==> config.mk <==
export PLATFORM = sky130hd
export DESIGN_NAME = tx_serial_reg
export DESIGN_NICKNAME = d
export VERILOG_FILES = /design/src/rtl/tx_serial_reg.sv
export SDC_FILE = /design/constraint.sdc
export NUM_CORES = 1
export LEC_CHECK = 0
export ABC_AREA = 1
export CAP_MARGIN = 20
export CORE_UTILIZATION = 40
export DETAILED_ROUTE_END_ITERATION = 6
export GPL_TIMING_DRIVEN = 0
export PLACE_DENSITY_LB_ADDON = 0.1
export SYNTH_ARGS = -nofsm -noshare
export SYNTH_HDL_FRONTEND = slang
export SYNTH_SLANG_ARGS = --single-unit
==> constraint.sdc <==
create_clock -name clk -period 3 [get_ports clk]
set_input_delay 0.6 -clock clk [delete_from_list [all_inputs] [get_ports clk]]
set_output_delay 0.6 -clock clk [all_outputs]
set_load 0.1 [all_outputs]
==> src/rtl/tx_serial_reg.sv <==
// Parallel-to-serial launcher for one output pad: MSB-first, one bit per clk, from a registered flop.
// An optional launch delay sits between word acceptance and the first bit.
module tx_serial_reg #(
    parameter int   WIDTH    = 16,
    parameter int   LEN_W    = 5,
    parameter int   DLY_W    = 4,
    parameter logic IDLE_LVL = 1'b0
) (
    input  logic             clk,
    input  logic             res_n,
    input  logic [WIDTH-1:0] din,
    input  logic [LEN_W-1:0] len,
    input  logic [DLY_W-1:0] delay,
    input  logic             valid,
    output logic             ready,
    output logic             Q,
    output logic             busy,
    output logic             done
);

    typedef enum logic [1:0] {S_IDLE, S_DELAY, S_SHIFT} state_t;

    localparam logic [LEN_W-1:0] LP_WIDTH = LEN_W'(WIDTH);

    state_t           r_state;
    state_t           w_next;
    logic [WIDTH-1:0] r_sr;
    logic [WIDTH-1:0] w_sr_load;
    logic [LEN_W-1:0] r_bcnt;
    logic [LEN_W-1:0] w_len_eff;
    logic [DLY_W-1:0] r_dcnt;
    logic             r_q;
    logic             r_done;
    logic             w_accept;

    // Out-of-range lengths send the full word; the word is left-aligned so the MSB of the
    // selected field always leaves from sr[WIDTH-1].
    always_comb begin
        w_len_eff = len;
        if (len == '0 || len > LP_WIDTH)
            w_len_eff = LP_WIDTH;
        w_sr_load = din << (LP_WIDTH - w_len_eff);
        w_accept  = valid && ready;
    end

    always_ff @(posedge clk) begin
        if (!res_n)
            r_state <= S_IDLE;
        else
            r_state <= w_next;
    end

    always_comb begin
        w_next = r_state;
        case (r_state)
            S_IDLE:  if (w_accept) w_next = (delay == '0) ? S_SHIFT : S_DELAY;
            S_DELAY: if (r_dcnt == DLY_W'(1)) w_next = S_SHIFT;
            S_SHIFT: if (r_bcnt == '0) w_next = S_IDLE;
            default: w_next = S_IDLE;
        endcase
    end

    always_comb begin
        ready = (r_state == S_IDLE) && res_n;
        busy  = (r_state != S_IDLE);
        Q     = r_q;
        done  = r_done;
    end

    // The first bit is launched on the edge that enters SHIFT, so bcnt holds the bits still
    // pending after it; this gives exactly one idle cycle between back-to-back words.
    always_ff @(posedge clk) begin
        if (!res_n) begin
            r_sr   <= '0;
            r_bcnt <= '0;
            r_dcnt <= '0;
            r_q    <= IDLE_LVL;
            r_done <= 1'b0;
        end else begin
            r_done <= 1'b0;
            case (r_state)
                S_IDLE: begin
                    if (w_accept) begin
                        r_bcnt <= w_len_eff - LEN_W'(1);
                        r_dcnt <= delay;
                        if (delay == '0) begin
                            r_q  <= w_sr_load[WIDTH-1];
                            r_sr <= w_sr_load << 1;
                        end else begin
                            r_sr <= w_sr_load;
                        end
                    end
                end
                S_DELAY: begin
                    r_dcnt <= r_dcnt - DLY_W'(1);
                    if (r_dcnt == DLY_W'(1)) begin
                        r_q  <= r_sr[WIDTH-1];
                        r_sr <= r_sr << 1;
                    end
                end
                S_SHIFT: begin
                    if (r_bcnt != '0) begin
                        r_q    <= r_sr[WIDTH-1];
                        r_sr   <= r_sr << 1;
                        r_bcnt <= r_bcnt - LEN_W'(1);
                    end else begin
                        r_q    <= IDLE_LVL;
                        r_done <= 1'b1;
                    end
                end
                default: r_q <= IDLE_LVL;
            endcase
        end
    end

endmodule

After elaboration in Yosys (flattened, before gate mapping) --
Cells that the tools add are included. W data, S select, Z words.
Storage, ports and cells: flip-flop bits (word level) 29, latch bits 0, memory bits (writable) 0, memory bits (read-only) 0, output and inout port bits 4, word-level logic and storage cells 60, memories 0
Cells by class: $add $sub $neg 4, $mul 0, div/mod/pow operators 0, $lt $le $gt $ge 1, equal/unequal tests 8, shift operators 1, muxes and demuxes 22, bitwise operators 0, reduce and logical (&&, ||, !) cells 18
Operators with widths (count):
- $mux W16 | 4
- $pmux W16 S3 | 1
- $shl A16 B5 Y16 | 1
- $mux W5 | 3
- $logic_not A5 Y1 | 2
- $ne A2 B2 Y1 const B | 5
- $pmux W5 S2 | 1
- $sub A5 B1 Y5 const B | 2
- $reduce_and A3 Y1 | 3
- $mux W2 | 4
- $pmux W4 S2 | 1
- $pmux W2 S3 | 1
- $reduce_bool A2 Y1 | 3
- $gt A5 B5 Y1 const B | 1
- $mux W1 | 5
- $reduce_bool A5 Y1 | 1
- $sub A5 B5 Y5 const A | 1
- $eq A4 B1 Y1 const B | 1
- $logic_not A4 Y1 | 1
- $mux W4 | 1
- $reduce_and A2 Y1 | 2
- $reduce_and A4 Y1 | 1
- $sub A4 B1 Y4 const B | 1
- $pmux W1 S3 | 1
- 6 further kinds | 7

Longest topological paths before layout --
depth after elaboration 8, gate-level depth with buffers 20, gate-level depth less buffers 18

Least setup slack after synthesis --
No wires, ideal clock.
path kind input to register, start point in len[0], end point reg r_sr[13], setup time 0.134 ns, data arrival time 2.831 ns, data required time 2.866 ns, setup slack 0.036 ns, stages on the path 18, path buffers 4, cells stage by stage buf_4 > nor2_1 > nand3_1 > ha_1 > inv_2 > nand2_2 > buf_2 > ha_1 > clkbuf_2 > inv_1 > buf_2 > nand3_1 > nand3_1 > nand2_1 > nand2_1 > nand2_1 > a21boi_1 > a21oi_1
On the way: longest elaborated chain between the ends 8, elaborated cells on any way between the ends 9, classes of those cells add/sub: 1; order compare: 1; shift: 1; mux: 4; reduce/logical: 2
RTL lines:
- start: declaration | RTL line 12 | input logic [LEN_W-1:0] len,
- $gt A5 B5 Y1 or $logic_not A5 Y1 (tied branches) | RTL line 40 | if (len == '0 || len > LP_WIDTH)
- $logic_or A1 B1 Y1 | RTL line 40
- $mux W5 (*) | RTL line 40
- $sub A5 B5 Y5 (*) | RTL line 42 | w_sr_load = din << (LP_WIDTH - w_len_eff);
- $shl A16 B5 Y16 (*) | RTL line 42
- $mux W16 (*) | RTL line 86 | if (delay == '0) begin
- $mux W16 (*) | RTL line 83 | if (w_accept) begin
- $pmux W16 S3 (*) | RTL line 81 | case (r_state)
- end signal: assignment | RTL line 88 | r_sr <= w_sr_load << 1;
- end signal: assignment | RTL line 90 | r_sr <= w_sr_load;
- end signal: assignment | RTL line 98 | r_sr <= r_sr << 1;
- end: declaration | RTL line 27 | logic [WIDTH-1:0] r_sr;
Mark *: on every way between the ends. The rest lies on a longest branch, timed or not. The select of a mux whose other input is x is not followed. A chain may end at the register's enable or synchronous reset.

Worst setup path after layout --
start point reg r_state[0], end point out busy
On the way: longest elaborated chain between the ends 1
RTL lines:
- start: declaration | RTL line 25 | state_t r_state;
- start signal: assignment | RTL line 50 | r_state <= w_next;
- $reduce_bool A2 Y1 | RTL line 65 | busy = (r_state != S_IDLE);
- end: declaration | RTL line 17 | output logic busy,
No other way between the ends.

==> impl_metrics.toml <==
[status]
status = "finished clean"

[synthesis]
synth_most_common_cell = "nand2_1"
seq_area_frac_synth_pct = 22.1
yosys.area.top_type = "dfxtp_1"
yosys-top-cells-count = "nand2_1 (123), nand3_1 (87), inv_1 (52)"
ys_warn_count = 0
synth_fp_nets = 480
syn_avg_cell_area_sq_um = 5.94
netlist.area_leader.share_pct = 22.1
synth_seq_cells = 29
synthFlopType = "dfxtp_1"
syn_area_sq_mm = 0.00263
synth.distinct_cells = 33
synth_area_leaders = "dfxtp_1 (22%), nand2_1 (18%), nand3_1 (17%)"
synth_edf_count = 0
ys_async_sr_fraction_pct = 0
synthCells = 443

[clock_tree]
clk_latency_ns = 0.29
htreeDepth = 2
clockBufferDepth = 2
cts-root-buf = "clkbuf_8"
clock-sinks = 29
cts.clk_slew.worst_paths_ns = 0.06
cts_made_buffers = 5
ctsHoldBuffers = 0
cts_tree = "yes"

[grt]
grtUsageMet1_pct = 28.3
grt_overflow = 0
grt.total_usage_pct = 21.4
grt_max_degree = 14
top_usage_layer = "met2"
gr-usage-met3_pct = 3.78
antenna_found_initial = 0
use_met2_pct = 35.6
grt_pass1_vias = 2647
grt_first_pass_wirelength_mm = 12.0

[final_layout]
n_antenna_cell = 0
nets = 516
syn2layout_area_growth_pct = 20.5
layout-drive-gt1-share_pct = 10.9
seq_area_sq_um = 581
multi_input_area_sq_mm = 0.00176
postLayoutCoreUtil_pct = 50.0
fillers = 686

[die]
core_area_sq_mm = 0.00635
die-area_sq_mm = 0.00691
num_rows = 29
ios = 32
die_w_um = 83.1
dieHeight_um = 83.1
start_util_pct = 41.5

[timing]
period_share_pct = 95.8
hold_slack_ns = 0.473
worst_pin_slew_ns = 0.965
setup_slack_ns = 0.127
post-route-min-period_ns = 2.87
timing.max_slew.rel_slack_pct = 35.5
final_hold_viol_count = 0
fmax_mhz = 348
finClkSkew_ns = 0.00434
finalSetupViolCount = 0
slew_viol_final = 0

[run]
drv_cap = 0

[setup_path]
cp_max_fo = 9
endpoint_kind = "primary output"
reg2reg_depth = 13
startpoint_type = "flip-flop"
required_ns = 2.40
arrival_ns = 2.27
crit_type = "flip-flop to primary output"

[placement]
gp_congestion = 0.839
portBuffers = 29
post-place-ws_ns = -0.766
dp_hpwl_mm = 5.50

[hold_path]
hp-class = "flip-flop to flip-flop"
hold_depth = 2

[routing]
firstDrtPassIters = 4
dr.first_iter.drc_count = 186
wl_per_cell_um = 13.0
vias_per_cell = 5.17
antenna_left = 0
drc = 0
finalWirelength_mm = 7.22
num_vias = 2874

[power]
p_leak_nw = 1.53
power.density_mw_per_mm2 = 722
peakVddDrop_mv = 0.536
-- critical path, cell delays in order, from the launching register on --
cell and delay, ns:
dfxtp_1 0.38, inv_1 0.08, ha_1 0.20, buf_4 0.16
inv_1 0.05, clkdlybuf4s50_1 1.11
-- cell families after synthesis --
family,count (synthesis),share of synthesized area [%]
fa+ha+maj,9,4.28
flops,29,22.1
simple gates,260,45.2
buf+inv,74,12.3
xor+xnor,3,0.998
compound gates,68,15.1
-- worst paths after layout --
kind / startpoint / end / slack [ns]
hold / removal: r_sr[0] / r_sr[0] / 0.47
hold reg to reg: r_sr[0] / r_sr[0] / 0.47
setup reg to reg: r_state[0] / r_sr[7] / 0.91
setup / recovery: r_state[0] / busy / 0.13
-- repair_timing --
item,4_1_cts,5_1_grt
gates resized for setup,12,4
setup endpoints to repair,18,15
setup buffers,1,1
-- metrics by stage --
stage,std cells,total power [mW],setup TNS (ns),instance area [sq um]
4_1_cts,555,2.28,0,3140
6_report,556,2.29,0,3170
3_3_place_gp,549,1.92,-11.12,3020
2_1_floorplan,443,1.61,0,2630
3_5_place_dp,549,1.93,-10.83,3020
5_1_grt,556,2.50,-0.00818,3170
-- layout make-up --
class	count	area share, %
buffer	16	3.79
timing repair buffer	31	10.1
sequential	29	18.3
clock buffer	7	2.72
tap	77	3.04
multi-input combinational	340	55.4
inverter	56	6.70
-- layer usage --
layer / share of wire [%] / up-vias / wire length [um]
met2: 46 / 55 / 3330
met1: 48 / 1275 / 3440
met3: 4.6 / 13 / 329
met5: 0 / - / 0
met4: 1.6 / 0 / 112
li1: - / 1531 / -
-- power breakdown --
group	switching (mW)	internal, mW
registers	0.0754	0.504
clock network	0.151	0.182
logic	0.917	0.461
-- state kept, by name (all words and copies together) (netlist names) --
name,flops
r_sr,16
r_bcnt,5
r_dcnt,4
r_state,2
Q,1
done,1
-- cells in the final DEF, fill, tap and decap left out, types with 7 or more instances in the layout --
cell type	n
nand2_1	122
nand3_1	87
inv_1	51
dfxtp_1	29
clkdlybuf4s50_1	25
o21ai_0	23
nor2_1	23
a21oi_1	22
o211ai_1	11
ha_1	8
nand2_2	7
clkbuf_8	7
Note: power is estimated with default switching activity, not from simulation.
